### src/rtl/uart_pkg.sv
// Shared definitions for the UART APB controller: register map, bit positions,
// slave sequencing states and the power-on baud divisor.
package uart_pkg;

    localparam int unsigned RESET_DIVSR = 650;

    localparam logic [3:0] UART_DATA   = 4'h0;
    localparam logic [3:0] UART_STATUS = 4'h4;
    localparam logic [3:0] UART_CTRL   = 4'h8;
    localparam logic [3:0] UART_DIVSR  = 4'hC;

    localparam int STAT_RX_EMPTY     = 0;
    localparam int STAT_RX_FULL      = 1;
    localparam int STAT_TX_EMPTY     = 2;
    localparam int STAT_TX_FULL      = 3;
    localparam int STAT_OVERRUN      = 4;
    localparam int STAT_RX_UNDERFLOW = 5;
    localparam int STAT_TX_OVERFLOW  = 6;

    localparam int CTRL_RX_EN          = 0;
    localparam int CTRL_TX_EN          = 1;
    localparam int CTRL_IE_RX_NONEMPTY = 2;
    localparam int CTRL_IE_TX_EMPTY    = 3;
    localparam int CTRL_IE_ERR         = 4;
    localparam int CTRL_W              = 5;

    localparam logic [CTRL_W-1:0] CTRL_RESET = 5'h03;

    typedef enum logic [1:0] {
        ST_IDLE = 2'd0,
        ST_WAIT = 2'd1,
        ST_DONE = 2'd2
    } apb_state_e;

endpackage

### src/rtl/uart_apb_ctrl_if.sv
// APB3 bus bundle between the interconnect (master) and the UART controller (slave).
interface uart_apb_ctrl_if;
    // psel with penable=0 is the setup phase; the slave finishes the transfer by
    // holding pready high for one cycle, and prdata/pslverr are meaningful only then.
    logic        psel;
    logic        penable;
    logic        pwrite;
    logic [3:0]  paddr;
    logic [31:0] pwdata;
    logic [31:0] prdata;
    logic        pready;
    logic        pslverr;

    modport master (
        output psel, penable, pwrite, paddr, pwdata,
        input  prdata, pready, pslverr
    );

    modport slave (
        input  psel, penable, pwrite, paddr, pwdata,
        output prdata, pready, pslverr
    );
endinterface

### src/rtl/apb_slave_fsm.sv
// Sequences every APB transfer through setup, one wait state and a completion cycle.
module apb_slave_fsm
    import uart_pkg::*;
(
    input  logic       clk,
    input  logic       reset,
    input  logic       psel,
    input  logic       penable,
    output logic       pready,
    output logic       in_wait,
    output apb_state_e state
);

    apb_state_e state_q;
    logic       pready_q;

    always_ff @(posedge clk or posedge reset) begin
        if (reset) begin
            state_q  <= ST_IDLE;
            pready_q <= 1'b0;
        end else begin
            case (state_q)
                ST_IDLE: begin
                    pready_q <= 1'b0;
                    if (psel && !penable) state_q <= ST_WAIT;
                end
                ST_WAIT: begin
                    state_q  <= ST_DONE;
                    pready_q <= 1'b1;
                end
                ST_DONE: begin
                    state_q  <= ST_IDLE;
                    pready_q <= 1'b0;
                end
                default: begin
                    state_q  <= ST_IDLE;
                    pready_q <= 1'b0;
                end
            endcase
        end
    end

    assign pready  = pready_q;
    assign in_wait = (state_q == ST_WAIT);
    assign state   = state_q;

endmodule

### src/rtl/uart_apb_ctrl.sv
// APB3 register front end for the UART: divisor, control, sticky error flags,
// and single-cycle pop/push strobes toward the RX and TX FIFOs.
module uart_apb_ctrl #(
    parameter int          DIVSR_W     = 11,
    parameter int          DATA_W      = 8,
    parameter int unsigned RESET_DIVSR = uart_pkg::RESET_DIVSR
) (
    input  logic                   clk,
    input  logic                   reset,
    uart_apb_ctrl_if.slave         apb,
    output logic [DIVSR_W-1:0]     divsr,
    input  logic [DATA_W-1:0]      rx_dataOut,
    input  logic                   rx_empty,
    input  logic                   rx_full,
    input  logic                   rx_doneTick,
    output logic                   rx_readEn,
    output logic [DATA_W-1:0]      tx_dataIn,
    output logic                   tx_writeEn,
    input  logic                   tx_full,
    input  logic                   tx_empty,
    output logic                   irq,
    output uart_pkg::apb_state_e   dbg_state
);

    localparam int CW = uart_pkg::CTRL_W;

    logic                 in_wait;
    logic [3:0]           reg_sel;
    logic [31:0]          status_word;
    logic                 unused_bits;

    logic [31:0]          prdata_q, prdata_d;
    logic                 pslverr_q, pslverr_d;
    logic [DIVSR_W-1:0]   divsr_q, divsr_d;
    logic [CW-1:0]        ctrl_q, ctrl_d;
    logic                 overrun_q, overrun_d;
    logic                 rx_underflow_q, rx_underflow_d;
    logic                 tx_overflow_q, tx_overflow_d;
    logic                 rx_read_en_q, rx_read_en_d;
    logic                 tx_write_en_q, tx_write_en_d;
    logic [DATA_W-1:0]    tx_data_q, tx_data_d;
    logic                 irq_q, irq_d;

    apb_slave_fsm u_fsm (
        .clk     (clk),
        .reset   (reset),
        .psel    (apb.psel),
        .penable (apb.penable),
        .pready  (apb.pready),
        .in_wait (in_wait),
        .state   (dbg_state)
    );

    assign reg_sel     = {apb.paddr[3:2], 2'b00};
    assign unused_bits = ^{apb.paddr[1:0], apb.pwdata};

    always_comb begin
        status_word = '0;
        status_word[uart_pkg::STAT_RX_EMPTY]     = rx_empty;
        status_word[uart_pkg::STAT_RX_FULL]      = rx_full;
        status_word[uart_pkg::STAT_TX_EMPTY]     = tx_empty;
        status_word[uart_pkg::STAT_TX_FULL]      = tx_full;
        status_word[uart_pkg::STAT_OVERRUN]      = overrun_q;
        status_word[uart_pkg::STAT_RX_UNDERFLOW] = rx_underflow_q;
        status_word[uart_pkg::STAT_TX_OVERFLOW]  = tx_overflow_q;
    end

    // Every side effect is decided in WAIT so that its registered result lands in DONE.
    always_comb begin
        prdata_d       = '0;
        pslverr_d      = 1'b0;
        rx_read_en_d   = 1'b0;
        tx_write_en_d  = 1'b0;
        tx_data_d      = tx_data_q;
        divsr_d        = divsr_q;
        ctrl_d         = ctrl_q;
        overrun_d      = overrun_q;
        rx_underflow_d = rx_underflow_q;
        tx_overflow_d  = tx_overflow_q;

        if (in_wait) begin
            case (reg_sel)
                uart_pkg::UART_DATA: begin
                    if (apb.pwrite) begin
                        if (tx_full || !ctrl_q[uart_pkg::CTRL_TX_EN]) begin
                            pslverr_d     = 1'b1;
                            tx_overflow_d = tx_overflow_q | tx_full;
                        end else begin
                            tx_write_en_d = 1'b1;
                            tx_data_d     = apb.pwdata[DATA_W-1:0];
                        end
                    end else begin
                        if (rx_empty || !ctrl_q[uart_pkg::CTRL_RX_EN]) begin
                            pslverr_d      = 1'b1;
                            rx_underflow_d = rx_underflow_q | rx_empty;
                        end else begin
                            rx_read_en_d = 1'b1;
                            prdata_d     = 32'(rx_dataOut);
                        end
                    end
                end
                uart_pkg::UART_STATUS: begin
                    if (apb.pwrite) begin
                        overrun_d      = overrun_q      & ~apb.pwdata[uart_pkg::STAT_OVERRUN];
                        rx_underflow_d = rx_underflow_q & ~apb.pwdata[uart_pkg::STAT_RX_UNDERFLOW];
                        tx_overflow_d  = tx_overflow_q  & ~apb.pwdata[uart_pkg::STAT_TX_OVERFLOW];
                    end else begin
                        prdata_d = status_word;
                    end
                end
                uart_pkg::UART_CTRL: begin
                    if (apb.pwrite) ctrl_d = apb.pwdata[CW-1:0];
                    else            prdata_d = 32'(ctrl_q);
                end
                uart_pkg::UART_DIVSR: begin
                    if (apb.pwrite) begin
                        if (apb.pwdata[DIVSR_W-1:0] == '0) pslverr_d = 1'b1;
                        else                               divsr_d   = apb.pwdata[DIVSR_W-1:0];
                    end else begin
                        prdata_d = 32'(divsr_q);
                    end
                end
                default: ;
            endcase
        end

        // Evaluated after the W1C clear so a fresh overrun survives a same-cycle clear.
        if (ctrl_q[uart_pkg::CTRL_RX_EN] && rx_doneTick && rx_full) overrun_d = 1'b1;

        irq_d = (ctrl_q[uart_pkg::CTRL_IE_RX_NONEMPTY] & ~rx_empty)
              | (ctrl_q[uart_pkg::CTRL_IE_TX_EMPTY]    & tx_empty)
              | (ctrl_q[uart_pkg::CTRL_IE_ERR] & (overrun_q | rx_underflow_q | tx_overflow_q));
    end

    always_ff @(posedge clk or posedge reset) begin
        if (reset) begin
            prdata_q       <= '0;
            pslverr_q      <= 1'b0;
            divsr_q        <= DIVSR_W'(RESET_DIVSR);
            ctrl_q         <= uart_pkg::CTRL_RESET;
            overrun_q      <= 1'b0;
            rx_underflow_q <= 1'b0;
            tx_overflow_q  <= 1'b0;
            rx_read_en_q   <= 1'b0;
            tx_write_en_q  <= 1'b0;
            tx_data_q      <= '0;
            irq_q          <= 1'b0;
        end else begin
            prdata_q       <= prdata_d;
            pslverr_q      <= pslverr_d;
            divsr_q        <= divsr_d;
            ctrl_q         <= ctrl_d;
            overrun_q      <= overrun_d;
            rx_underflow_q <= rx_underflow_d;
            tx_overflow_q  <= tx_overflow_d;
            rx_read_en_q   <= rx_read_en_d;
            tx_write_en_q  <= tx_write_en_d;
            tx_data_q      <= tx_data_d;
            irq_q          <= irq_d;
        end
    end

    assign apb.prdata  = prdata_q;
    assign apb.pslverr = pslverr_q;
    assign divsr       = divsr_q;
    assign rx_readEn   = rx_read_en_q;
    assign tx_writeEn  = tx_write_en_q;
    assign tx_dataIn   = tx_data_q;
    assign irq         = irq_q;

endmodule

### src/flat_wrapper.sv
// flat-port wrapper written by rule: the top's interface ports become plain ports
module uart_apb_ctrl_flat 
#(
    parameter int          DIVSR_W     = 11,
    parameter int          DATA_W      = 8,
    parameter int unsigned RESET_DIVSR = uart_pkg::RESET_DIVSR
)
  (clk, reset, divsr, rx_dataOut, rx_empty, rx_full, rx_doneTick, rx_readEn, tx_dataIn, tx_writeEn, tx_full, tx_empty, irq, dbg_state, apb_psel, apb_penable, apb_pwrite, apb_paddr, apb_pwdata, apb_prdata, apb_pready, apb_pslverr);
  uart_apb_ctrl_if apb_i ();
  input  logic clk;
  input  logic reset;
  output logic [DIVSR_W-1:0] divsr;
  input  logic [DATA_W-1:0] rx_dataOut;
  input  logic rx_empty;
  input  logic rx_full;
  input  logic rx_doneTick;
  output logic rx_readEn;
  output logic [DATA_W-1:0] tx_dataIn;
  output logic tx_writeEn;
  input  logic tx_full;
  input  logic tx_empty;
  output logic irq;
  output uart_pkg::apb_state_e dbg_state;
  input wire logic [$bits(apb_i.psel)-1:0] apb_psel;
  input wire logic [$bits(apb_i.penable)-1:0] apb_penable;
  input wire logic [$bits(apb_i.pwrite)-1:0] apb_pwrite;
  input wire logic [$bits(apb_i.paddr)-1:0] apb_paddr;
  input wire logic [$bits(apb_i.pwdata)-1:0] apb_pwdata;
  output wire logic [$bits(apb_i.prdata)-1:0] apb_prdata;
  output wire logic [$bits(apb_i.pready)-1:0] apb_pready;
  output wire logic [$bits(apb_i.pslverr)-1:0] apb_pslverr;
  assign apb_i.psel = apb_psel;
  assign apb_i.penable = apb_penable;
  assign apb_i.pwrite = apb_pwrite;
  assign apb_i.paddr = apb_paddr;
  assign apb_i.pwdata = apb_pwdata;
  assign apb_prdata = apb_i.prdata;
  assign apb_pready = apb_i.pready;
  assign apb_pslverr = apb_i.pslverr;
  uart_apb_ctrl #(.DIVSR_W(DIVSR_W), .DATA_W(DATA_W), .RESET_DIVSR(RESET_DIVSR)) u_core (.clk(clk), .reset(reset), .apb(apb_i), .divsr(divsr), .rx_dataOut(rx_dataOut), .rx_empty(rx_empty), .rx_full(rx_full), .rx_doneTick(rx_doneTick), .rx_readEn(rx_readEn), .tx_dataIn(tx_dataIn), .tx_writeEn(tx_writeEn), .tx_full(tx_full), .tx_empty(tx_empty), .irq(irq), .dbg_state(dbg_state));
endmodule
### config.mk
export PLATFORM = sky130hd
export DESIGN_NAME = uart_apb_ctrl_flat
export DESIGN_NICKNAME = d
export VERILOG_FILES = /design/src/rtl/uart_pkg.sv /design/src/rtl/uart_apb_ctrl_if.sv /design/src/rtl/apb_slave_fsm.sv /design/src/rtl/uart_apb_ctrl.sv /design/src/flat_wrapper.sv
export SDC_FILE = /design/constraint.sdc
export NUM_CORES = 1
export LEC_CHECK = 0
export ABC_CLOCK_PERIOD_IN_PS = 1500
export BUFFER_PORTS_ARGS = -buffer_cell sky130_fd_sc_hd__buf_2
export CAP_MARGIN = 20
export CORE_MARGIN = 1
export CORE_UTILIZATION = 25
export CTS_CLUSTER_SIZE = 16
export DETAILED_ROUTE_END_ITERATION = 16
export PLACE_DENSITY = 0.51
export SLEW_MARGIN = 20
export SYNTH_ARGS = -nofsm -noshare
export SYNTH_HDL_FRONTEND = slang
export SYNTH_SLANG_ARGS = --single-unit
### constraint.sdc
create_clock -name clk -period 1.5 [get_ports clk]
set_input_delay 0.075 -clock clk [delete_from_list [all_inputs] [get_ports clk]]
set_output_delay 0.075 -clock clk [all_outputs]
set_load 0.01 [all_outputs]
==> results.sh <==
export IMPL_first_pass_iters=5
export IMPL_syn_avg_cell_area_um2=11.48
export IMPL_seq_area_frac_synth_pct=54.25
export IMPL_yosys_register_bits=45
export IMPL_post_route_drc_count=0
export IMPL_std_cell_rows=32
export IMPL_nFillCells=802
export IMPL_grt_pass1_wl_um=8349
export IMPL_timing_critical_path_buf_inv=1
export IMPL_cpMaxStageDelayCell="dfstp_2"
export IMPL_post_synth_top_count_cell="dfrtp_1"
export IMPL_ctsRootBufferMaster="clkbuf_8"
export IMPL_ys_types=37
export IMPL_drtIter0Drc=101
export IMPL_syn_inst=182
export IMPL_dp_cells=358
export IMPL_status="completed"
export IMPL_cts_max_level=2
export IMPL_setup_ws_ns=0.05809
export IMPL_clkTransAtPathRegs_ns=0.08
export IMPL_synth_edf_count=0
export IMPL_crit_path_end_kind="register"
export IMPL_portBuffers=67
export IMPL_cp_data_arrival_time_ns=1.62
export IMPL_final_area_um2=2690
export IMPL_die_height_um=93.42
export IMPL_grt_ovfl_total=0
export IMPL_cts_tree="yes"
export IMPL_hold_class="in -> reg"
export IMPL_timing_final_hold_violations=0
export IMPL_fp_dieArea_um2=8727
export IMPL_post_cts_setup_buffer_count=0
export IMPL_worst_ep_required_time_ns=1.68
export IMPL_layout_drive_gt1_share_pct=42.11
export IMPL_p_per_area_nw_per_um2=1052
export IMPL_rsz0062_at_grt="yes"
export IMPL_yosysTopAreaCell="dfrtp_1"
export IMPL_numClockSinks=45
export IMPL_grt_max_degree=29
export IMPL_slowest_delay_ns=0.53
export IMPL_layout_nets=323
export IMPL_maxCapViolations=0
export IMPL_ys_warn_count=0
export IMPL_coreArea_um2=7888
export IMPL_gp_congestion=0.7417
export IMPL_vias=1599
export IMPL_start_util_pct=26.49
export IMPL_area_growth_pct=28.74
export IMPL_seq_area_um2=1134
export IMPL_fmax_mhz=693.5
export IMPL_yosys_top_cells_count="dfrtp_1, buf_4, nor2_1, mux2_2, a22o_1"
export IMPL_ant_nets=0
export IMPL_vias_per_cell=4.345
export IMPL_antenna_found_initial=0
export IMPL_worstPathMaxFanout=9
export IMPL_vdd_drop_max_v=0.0004278
export IMPL_drt_wirelength_per_cell_um=14.38
export IMPL_critPathKind="reg -> reg"
export IMPL_grt_usage_pct=12.64
export IMPL_post_place_ws_ns=-0.001976
export IMPL_first_global_vias=1585
export IMPL_ys_flop_type="dfrtp_1"
export IMPL_diodes=0
export IMPL_ys_async_sr_fraction_pct=100.0
export IMPL_ios=112
export IMPL_drv_slew=0
export IMPL_clockBufferDepth=2
export IMPL_hpwl_um=4031
export IMPL_dpl_cell_area_um2=2574
export IMPL_clkLatencyLatePin_ns=0.29
export IMPL_finalClockSkew_ns=0.002706
export IMPL_p_leak_uw=0.001429
export IMPL_path_delay_family="flip-flops"
export IMPL_synth_top_area_share_pct=46.71
export IMPL_die_w_um=93.42
export IMPL_wl_um=5292
export IMPL_startpoint_type="register"
export IMPL_synth_area_um2=2090
export IMPL_multi_input_area_um2=827.0
export IMPL_numCtsBuffers=5
export IMPL_setup_viol_count_final=0
export IMPL_crit_chain="nand3b_1 -> nor3_4 -> buf_12 -> mux2_2"
export IMPL_fin_crit_sh_pct=96.13
export IMPL_period_minus_slack_ns=1.442
export IMPL_stdcell_count=368
export IMPL_synthTopCellsByArea="dfrtp_1, dfstp_2, buf_4"
per-layer routing:
layer  track usage (%)  routed length, µm  vias to the layer above
li1                  -                  -                      765
met1             16.51               2421                      761
met2             21.20               2554                       73
met3             3.008                316                        0
met4             2.692                  0                        0
met5                 0                  0                        -
final timing paths:
check / from / to / slack (ns) / cells past startpoint
setup / recovery: u_core.ctrl_q[1]$_DFFE_PP1P_ / u_core.tx_dataIn[7]$_DFFE_PP0P_ / 0.06 / 4
hold / removal: rx_dataOut[4] / u_core.apb.prdata[4]$_DFF_PP0_ / 0.01 / 3
setup reg to reg: u_core.ctrl_q[1]$_DFFE_PP1P_ / u_core.tx_dataIn[7]$_DFFE_PP0P_ / 0.06 / 4
hold reg to reg: u_core.u_fsm.state[1]$_DFFE_PP0P_ / u_core.u_fsm.state[0]$_DFFE_PP0P_ / 0.46 / 1
max in group asynchronous: reset / u_core.divsr[3]$_DFFE_PP1P_ / 0.64 / 4
min in group asynchronous: reset / u_core.u_fsm.pready$_DFF_PP0_ / 0.30 / 3
worst reg2reg max path, cell delays in order (launching register included):
cell	delay, ns
dfstp_2	0.53
nand3b_1	0.13
nor3_4	0.18
buf_12	0.16
mux2_2	0.33
registers in the layout (all words and copies together), names as in the netlist:
signal                 flops
u_core.apb.prdata         11
u_core.divsr              11
u_core.tx_dataIn           8
u_core.ctrl_q              5
u_core.u_fsm.state         2
u_core.apb.pslverr         1
u_core.irq                 1
u_core.overrun_q           1
u_core.rx_readEn           1
u_core.rx_underflow_q      1
u_core.tx_overflow_q       1
u_core.tx_writeEn          1
u_core.u_fsm.pready        1
cell families (layout without fill, tap and decap cells):
kind of cell / after synthesis / after routing / share of synthesized area (%)
other: 1 / 21 / 0.1795
buffers and inverters: 36 / 100 / 10.42
AO/OA/AOI/OAI: 37 / 37 / 13.77
AND/OR/NAND/NOR: 45 / 45 / 11.50
multiplexers: 14 / 14 / 7.485
flip-flops: 45 / 45 / 54.25
adder cells (fa/ha/maj): 4 / 4 / 2.395
placed cells by master, fill, tap and decap left out, drive strengths merged, types with 5 or more instances in the layout:
| master | count |
|---|---|
| dfrtp | 39 |
| a222oi | 5 |
| clkbuf | 6 |
| nand2 | 5 |
| a21oi | 8 |
| mux2 | 13 |
| nor2 | 18 |
| inv | 9 |
| conb | 21 |
| dfstp | 6 |
| a22o | 11 |
| buf | 81 |
repair_timing:
action,CTS,global route
endpoints found under the setup margin,7,3
hold endpoints to repair,18,0
hold buffers,2,0
gates cloned,0,0
gates resized for setup,1,3
final cells by class:
type                       count  area share (%)
clock buffer                   6           2.698
clock inverter                 2          0.3721
inverter                       9           1.256
multi-input combinational    121           30.74
sequential                    45           42.14
tap                          102           4.744
timing repair buffer          83           18.05
stage by stage:
stage | utilization, % | total power (µW) | setup TNS [ns] | hold slack, ns
floorplan | - | 1867 | 0 | 0.1464
global placement | 32.63 | 2109 | 0 | 0.08980
detailed placement | 32.63 | 2116 | -0.003741 | 0.08972
CTS | 33.96 | 2867 | 0 | 0.007282
global route | 34.11 | 3000 | -0.002717 | 0.01783
finish | 34.11 | 2830 | 0 | 0.01296
where the power goes:
part           leakage (µW)  switching, µW  internal, µW  total [µW]
combinational      0.000805            298           285         582
clock             0.0000450            410           324         733
sequential         0.000580            121          1390        1510
Note: power is estimated with default switching activity, not from simulation.
